===== src/rtl/enc_pkg.sv =====
// Shared types and helpers for the latched priority encoder.
package enc_pkg;

  typedef enum logic {
    IDLE    = 1'b0,
    PRESENT = 1'b1
  } state_t;

  localparam int unsigned PRIO_FIXED = 0;
  localparam int unsigned PRIO_RR    = 1;

  // Widest request vector onehot() can describe; callers truncate to N.
  localparam int unsigned MAX_N = 1024;

  function automatic logic [MAX_N-1:0] onehot(input int unsigned idx);
    return MAX_N'(1) << idx;
  endfunction

endpackage


===== src/rtl/prio_select.sv =====
// Combinational selector: highest set bit, or first set bit at/after ptr with wrap.
module prio_select
  import enc_pkg::*;
#(
  parameter int unsigned N         = 8,
  parameter int unsigned PRIO_MODE = PRIO_FIXED,
  localparam int unsigned W        = $clog2(N)
) (
  input  logic [N-1:0] v,
  input  logic [W-1:0] ptr,
  output logic [W-1:0] idx,
  output logic         any
);

  int unsigned j;
  logic        found;

  always_comb begin
    idx   = '0;
    any   = |v;
    found = 1'b0;
    j     = 0;
    if (PRIO_MODE == PRIO_RR) begin
      for (int unsigned k = 0; k < N; k++) begin
        j = 32'(ptr) + k;
        if (j >= N) j = j - N;
        if (!found && v[W'(j)]) begin
          idx   = W'(j);
          found = 1'b1;
        end
      end
    end else begin
      // Later (higher) hits overwrite earlier ones.
      for (int unsigned i = 0; i < N; i++) begin
        if (v[W'(i)]) idx = W'(i);
      end
    end
  end

endmodule


===== src/rtl/prio_encoder_latched.sv =====
// Latches request lines into a pending set and grants them one at a time
// as a binary index over a valid/ready handshake.
module prio_encoder_latched
  import enc_pkg::*;
#(
  parameter int unsigned N         = 8,
  parameter int unsigned PRIO_MODE = PRIO_FIXED,
  localparam int unsigned W        = $clog2(N)
) (
  input  logic         clk,
  input  logic         rst_n,
  input  logic         en,
  input  logic [N-1:0] in,
  output logic [W-1:0] out_idx,
  output logic         out_valid,
  input  logic         out_ready,
  output logic [N-1:0] pending,
  output logic         overflow
);

  state_t       state, state_nxt;
  logic [W-1:0] ptr, ptr_nxt, ptr_adv;
  logic [W-1:0] idx_nxt, pend_sel, rem_sel;
  logic         valid_nxt, ovf_nxt;
  logic         accept, pend_any, rem_any;
  logic [N-1:0] req, clr, rem, pend_nxt;

  // Selection on the registered pending set (entry from IDLE).
  prio_select #(.N(N), .PRIO_MODE(PRIO_MODE)) u_sel_pend (
    .v   (pending),
    .ptr (ptr),
    .idx (pend_sel),
    .any (pend_any)
  );

  // Selection on what survives this cycle's accept, using the advanced pointer.
  prio_select #(.N(N), .PRIO_MODE(PRIO_MODE)) u_sel_rem (
    .v   (rem),
    .ptr (ptr_adv),
    .idx (rem_sel),
    .any (rem_any)
  );

  always_ff @(posedge clk) begin
    if (!rst_n) begin
      state     <= IDLE;
      pending   <= '0;
      out_idx   <= '0;
      out_valid <= 1'b0;
      overflow  <= 1'b0;
      ptr       <= '0;
    end else begin
      state     <= state_nxt;
      pending   <= pend_nxt;
      out_idx   <= idx_nxt;
      out_valid <= valid_nxt;
      overflow  <= ovf_nxt;
      ptr       <= ptr_nxt;
    end
  end

  always_comb begin
    state_nxt = state;
    idx_nxt   = out_idx;
    valid_nxt = out_valid;
    ptr_nxt   = ptr;

    accept  = out_valid & out_ready;
    clr     = accept ? N'(onehot(32'(out_idx))) : '0;
    req     = en ? in : '0;
    rem     = pending & ~clr;
    ptr_adv = (32'(out_idx) == N - 1) ? '0 : out_idx + W'(1);

    // Set beats clear, so a re-request during its own accept survives.
    pend_nxt = rem | req;
    ovf_nxt  = |(req & rem);

    unique case (state)
      IDLE: begin
        valid_nxt = 1'b0;
        if (pend_any) begin
          idx_nxt   = pend_sel;
          valid_nxt = 1'b1;
          state_nxt = PRESENT;
        end
      end
      PRESENT: begin
        if (accept) begin
          ptr_nxt = ptr_adv;
          if (rem_any) begin
            idx_nxt = rem_sel;
          end else begin
            valid_nxt = 1'b0;
            state_nxt = IDLE;
          end
        end
      end
      default: begin
        valid_nxt = 1'b0;
        state_nxt = IDLE;
      end
    endcase
  end

endmodule

===== config.mk =====
export PLATFORM = sky130hd
export DESIGN_NAME = prio_encoder_latched
export DESIGN_NICKNAME = d
export VERILOG_FILES = /design/src/rtl/enc_pkg.sv /design/src/rtl/prio_select.sv /design/src/rtl/prio_encoder_latched.sv
export SDC_FILE = /design/constraint.sdc
export NUM_CORES = 1
export LEC_CHECK = 0
export CAP_MARGIN = 20
export CORE_MARGIN = 4
export CORE_UTILIZATION = 45
export DETAILED_ROUTE_END_ITERATION = 10
export PLACE_DENSITY = 0.77
export SLEW_MARGIN = 20
export SYNTH_ARGS = -nofsm -noshare
export SYNTH_HDL_FRONTEND = slang
export SYNTH_SLANG_ARGS = --single-unit

===== constraint.sdc =====
create_clock -name clk -period 2.45 [get_ports clk]
set_input_delay 0.49 -clock clk [delete_from_list [all_inputs] [get_ports clk]]
set_output_delay 0.49 -clock clk [all_outputs]
set_load 0.01 [all_outputs]

=== After elaboration in Yosys (flattened, before gate mapping) ===
Cells that the tools add are included.

* Register bits after elaboration: 14
* Latch bits: 0
* Memory bits (writable): 0
* ROM bits: 0
* Input port bits: 12
* Output and inout port bits: 13
* Word-level logic and storage cells: 48
* Memories: 0

* $add $sub $neg: 0
* Multipliers: 0
* Div/mod/pow operators: 0
* Magnitude comparators: 0
* Equality and inequality tests: 4
* Shifts and indexed selects: 1
* Mux-type cells: 27
* Bitwise logic cells: 6
* Reductions and logical operators: 5

{| class="wikitable"
|+ Operators with widths
! kind !! number
|-
| 2-to-1 mux 3 bit || 11
|-
| OR reduction 8 bit || 3
|-
| bitwise AND 8 bit || 2
|-
| 2-to-1 mux 8 bit || 2
|-
| 2-to-1 mux 2 bit || 4
|-
| inverter 8 bit || 1
|-
| bitwise OR 8 bit || 1
|-
| << shifter 1 x 3 -> 8 bit (first input constant) || 1
|-
| 2-to-1 mux 1 bit || 7
|-
| case mux 3 bit (2 select lines) || 1
|-
| inequality test 2 x 1 -> 1 bit (second input constant) || 2
|-
| inequality test 2 bit (second input constant) || 2
|-
| case mux 1 bit (2 select lines) || 2
|-
| AND reduction 3 bit || 1
|-
| AND reduction 2 bit || 1
|-
| bitwise AND 1 bit || 1
|-
| inverter 1 bit || 1
|}

=== Longest topological paths before layout ===
* Word-level depth: 14
* Depth in mapped cells: 6
* Mapped depth without buffers: 6

=== By module ===
Synthesis repeated with hierarchy kept, for this count alone.

* Cell total of the unflattened synthesis: 120
* Area, all modules: 1024.7 um^2

{| class="wikitable"
|+ By module, submodules not included
! module !! instances !! cells each !! area each (um^2) !! sequential area each (um^2)
|-
| prio_encoder_latched || 1 || 96 || 892.1 || 340.3
|-
| prio_select || 2 || 12 || 66.3 || 0.0
|}

=== Worst setup path after synthesis ===
OpenSTA, ideal clock, no wires.

* Path type: register to register
* From: register out_valid
* To: register out_idx[0]
* Setup time: 0.072 ns
* Arrival: 1.767 ns
* Setup slack: 0.611 ns
* Stages on the path, launching flop included: 7
* Path buffers: 0
* Clock period less this slack: 1.839 ns
* Cell sequence: dfxtp_1 nand3_2 o31ai_4 and4_1 nand4_2 a41oi_2 mux2i_1

* Word-level cells in the longest chain between the ends: 14
* Elaborated cells on any way between the ends: 18

{| class="wikitable"
|+ RTL lines
! element !! line !! text
|-
| from (decl) || prio_encoder_latched.sv:15 || <nowiki>output logic out_valid,</nowiki>
|-
| from (signal assigned) || prio_encoder_latched.sv:56 || <nowiki>out_valid <= valid_nxt;</nowiki>
|-
| bitwise AND 1 bit (*) || prio_encoder_latched.sv:68 || <nowiki>accept = out_valid & out_ready;</nowiki>
|-
| 2-to-1 mux 8 bit || prio_encoder_latched.sv:69 || <nowiki>clr = accept ? N'(onehot(32'(out_idx))) : '0;</nowiki>
|-
| inverter 8 bit || prio_encoder_latched.sv:71 || <nowiki>rem = pending & ~clr;</nowiki>
|-
| bitwise AND 8 bit || prio_encoder_latched.sv:71 ||
|-
| 2-to-1 mux 1 bit || prio_select.sv:35 || <nowiki>if (v[W'(i)]) idx = W'(i);</nowiki>
|-
| 2-to-1 mux 2 bit (2 in series) || prio_select.sv:35 ||
|-
| 2-to-1 mux 3 bit (4 in series) || prio_select.sv:35 ||
|-
| 2-to-1 mux 3 bit || prio_encoder_latched.sv:90 || <nowiki>if (rem_any) begin</nowiki>
|-
| 2-to-1 mux 3 bit || prio_encoder_latched.sv:88 || <nowiki>if (accept) begin</nowiki>
|-
| case mux 3 bit (2 select lines) || prio_encoder_latched.sv:78 || <nowiki>unique case (state)</nowiki>
|-
| to (signal assigned) || prio_encoder_latched.sv:55 || <nowiki>out_idx <= idx_nxt;</nowiki>
|-
| to (decl) || prio_encoder_latched.sv:14 || <nowiki>output logic [W-1:0] out_idx,</nowiki>
|}

Mark *: on every way between the ends. The rest lies on a longest branch, timed or not. The select of a mux whose other input is x is not followed.
A chain may end at the register's enable or synchronous reset.

=== Worst setup path after layout ===
* From: input port out_ready
* To: register out_idx[0]

* Word-level cells in the longest chain between the ends: 14
* Elaborated cells on any way between the ends: 18

{| class="wikitable"
|+ RTL lines
! element !! line !! text
|-
| from (decl) || prio_encoder_latched.sv:16 || <nowiki>input logic out_ready,</nowiki>
|-
| bitwise AND 1 bit (*) || prio_encoder_latched.sv:68 ||
|-
| 2-to-1 mux 8 bit || prio_encoder_latched.sv:69 ||
|-
| inverter 8 bit || prio_encoder_latched.sv:71 ||
|-
| bitwise AND 8 bit || prio_encoder_latched.sv:71 ||
|-
| 2-to-1 mux 1 bit || prio_select.sv:35 ||
|-
| 2-to-1 mux 2 bit (2 in series) || prio_select.sv:35 ||
|-
| 2-to-1 mux 3 bit (4 in series) || prio_select.sv:35 ||
|-
| 2-to-1 mux 3 bit || prio_encoder_latched.sv:90 ||
|-
| 2-to-1 mux 3 bit || prio_encoder_latched.sv:88 ||
|-
| case mux 3 bit (2 select lines) || prio_encoder_latched.sv:78 ||
|}

Marked as above.

==> impl_metrics.yaml <==
run_status:
  status: "finished, final reports clean"
route:
  viasPerCell: 5.50
  wl_um: 2200
  wl_per_cell_um: 14.2
  num_vias: 853
  drt_first_iter_violations: 13
  dr.pass1.iters: 4
  ant_nets: 0
  drc: 0
critical_path:
  worstPathMaxFanout: 5
  critPathRequiredTime_ns: 2.66
  cp_slowest_cell: "clkdlybuf4s50_1"
  cp-end-kind: "flop"
  critPathMaxStageDelay_ns: 0.55
  worstPathArrival_ns: 2.38
  critPathKind: "input pin to flop"
  cp_top_family: "simple AND/OR/NAND/NOR gates"
  r2r_start: "out_idx[1]"
  reg2regPathDepth: 6
  start_kind: "input pin"
  rr_endpoint: "out_idx[0]"
  cp_cell_sequence: "clkdlybuf4s50_1 -> nand3_2 -> o31ai_4 -> and4_1 -> nand4_2 -> a41oi_2 -> mux2i_1"
  path_buf_inv: 1
  ff2ff_setup_slack_ns: 0.51
floorplanning:
  pin_count: 25
  initial_core_util: 0.473
  core_um2: 1710
  dieArea_um2: 2540
  die_x_um: 50.4
  row_count: 15
  die_h_um: 50.4
worst_hold_path:
  hold_class: "flop to flop"
  worstHoldStart: "out_idx[2]"
  min_to: "out_idx[2]"
  min_delay_path_depth: 2
finish:
  fin_nets: 143
  drive_gt1_frac: 0.131
  nFillCells: 150
  final_cell_area_um2: 1160
  antenna_cells: 0
  synthToLayoutAreaGrowth_pct: 44.1
  finalNonFillerCells: 155
clock_tree:
  cts_root_buffer: "clkbuf_4"
  cts.reportedPaths.clkPinSlew_ns: 0.09
  worstSkewPairLatency_ns: 0.28
  cts_tree: "done"
  clock-sinks: 14
  ctsHtreeMaxLevel: 1
  hold_buffers: 0
  cts_buffer_depth: 2
  numCtsBuffers: 3
  cts_setup_buffers: 0
  cts_resized: 0
sta:
  setup_viol: 0
  fin_crit_sh: 0.887
  slew_headroom: 0.650
  slew_viol_final: 0
  worst_slack_ns: 0.278
  hold_violations: 0
  layout_min_cycle_time_ns: 2.17
  tightest_slew_ns: 0.523
  fin_skew_ns: 0.00449
  rsz0062_at_grt: "no"
  clock.fmax_ghz: 0.460
synth:
  synthCells: 97
  syn_avg_cell_area_um2: 8.33
  netlist_area_um2: 808
  synth.distinct_cells: 33
  synth_seq_cells: 14
  async_flop_share: 0
  syn-num-nets: 109
  synth_edf_count: 0
  seq_area_frac_synth: 0.347
  synthFlopType: "dfxtp_1"
  yosysWarnings: 0
placement:
  place_inst: 151
  place_area_um2: 1130
  hpwl_um: 1760
  place_congestion: 0.856
  pre_cts_slack_ns: -0.0192
  numPortBuffers: 24
global_routing:
  grt-ovfl-total: 0
  grt_max_degree: 18
  grt_pass1_vias: 810
  track_usage: 0.178
  antenna_found_initial: 0
  grt_pass1_wl_um: 3490
pwr:
  p_leak_uw: 0.000453
  ir_drop_uv: 342
  powerDensity_nw_per_um2: 573
job:
  cap_violations: 0
[tightest hold or removal path: stages (launching register included)]
cell and delay [ns]:
dfxtp_1 0.38, nand2_1 0.08, mux2i_1 0.06
[sequential cells by signal, indices dropped and copies added, names as in the netlist]
| signal | cells |
|---|---|
| overflow | 1 |
| out_idx | 3 |
| out_valid | 1 |
| state | 1 |
| pending | 8 |
[synth_stat cells, drive strengths merged (3+ instances only)]
| cell type | n | area share |
|---|---|---|
| mux2i | 4 | 0.050 |
| a21boi | 7 | 0.065 |
| clkbuf | 3 | 0.014 |
| nand2 | 16 | 0.074 |
| nor2 | 5 | 0.023 |
| dfxtp | 14 | 0.35 |
| o21a | 7 | 0.065 |
| o21ai | 7 | 0.048 |
| inv | 6 | 0.028 |
[layout by cell type, fill, tap and decap left out]
cell and n:
nor4_1 2, clkdlybuf4s50_1 24, nor3_1 1, o21ai_1 3, dfxtp_1 14, a41oi_1 1, o31ai_1 1, a41oi_2 1
a221oi_1 1, nand3b_1 1, nand2b_1 2, clkbuf_4 3, nor2b_1 1, clkbuf_8 1, nor2_1 5, o21a_1 7
a31oi_1 2, o211ai_1 2, a211oi_1 1, o21ai_0 3, o311ai_1 1, nand4_2 1, inv_1 6, buf_4 8
nand4_1 1, nand2_1 16, o21ai_2 1, a21oi_1 2, o31ai_4 1, nand3_2 1, and4_1 1, a21boi_0 7
mux2i_1 4, a22oi_1 2, nand4b_1 1, o211a_1 1
[stage by stage]
stage / hold WS [ns] / total power [uW] / util / setup TNS (ns)
finish: 0.562 / 667 / 0.682 / 0
floorplan: 0.530 / 398 / - / 0
detailed placement: 0.540 / 503 / 0.661 / -0.0539
global route: 0.593 / 708 / 0.682 / 0
CTS: 0.556 / 668 / 0.682 / 0
global placement: 0.518 / 498 / 0.661 / 0
[power breakdown]
group / switching, uW / internal (uW) / leakage [uW]
Combinational: 88.9 / 113 / 0.000316
Sequential: 45.8 / 252 / 0.000116
Clock: 77.6 / 90.4 / 0.0000210
[cell type report]
class	count	area [um^2]	area share
Clock buffer	4	36.3	0.0311
Inverter	6	22.5	0.0193
Multi-Input combinational cell	74	494	0.424
Sequential cell	14	280	0.241
Tap cell	25	31.3	0.0269
Timing Repair Buffer	32	300	0.258
[worst max path at each step]
stage,startpoint,end,cells after the start
after floorplan,out_valid,out_idx[0],6
after global placement,out_ready,out_idx[1],7
after detailed placement,out_ready,out_idx[2],7
after CTS,out_ready,out_idx[0],7
after global routing,out_ready,out_idx[2],7
final,out_ready,out_idx[0],7
[logic make-up (layout without fill, tap and decap cells)]
logic type,count (synthesis),count (layout),synth area share
AO/OA/AOI/OAI,37,37,0.353
buffers and inverters,9,42,0.0418
flip-flops,14,14,0.347
multiplexers,4,4,0.0495
AND/OR/NAND/NOR,33,33,0.209
[metal layers]
layer  share of wire  global-route usage  wire [um]  vias up
met5               0                   0          0        -
met4          0.0077              0.0673         17        0
met3           0.049              0.0326        108        4
met2            0.51               0.333       1110       24
met1            0.44               0.196        961      402
li1                -                   -          -      423
Power figures use the tool's default switching activity.
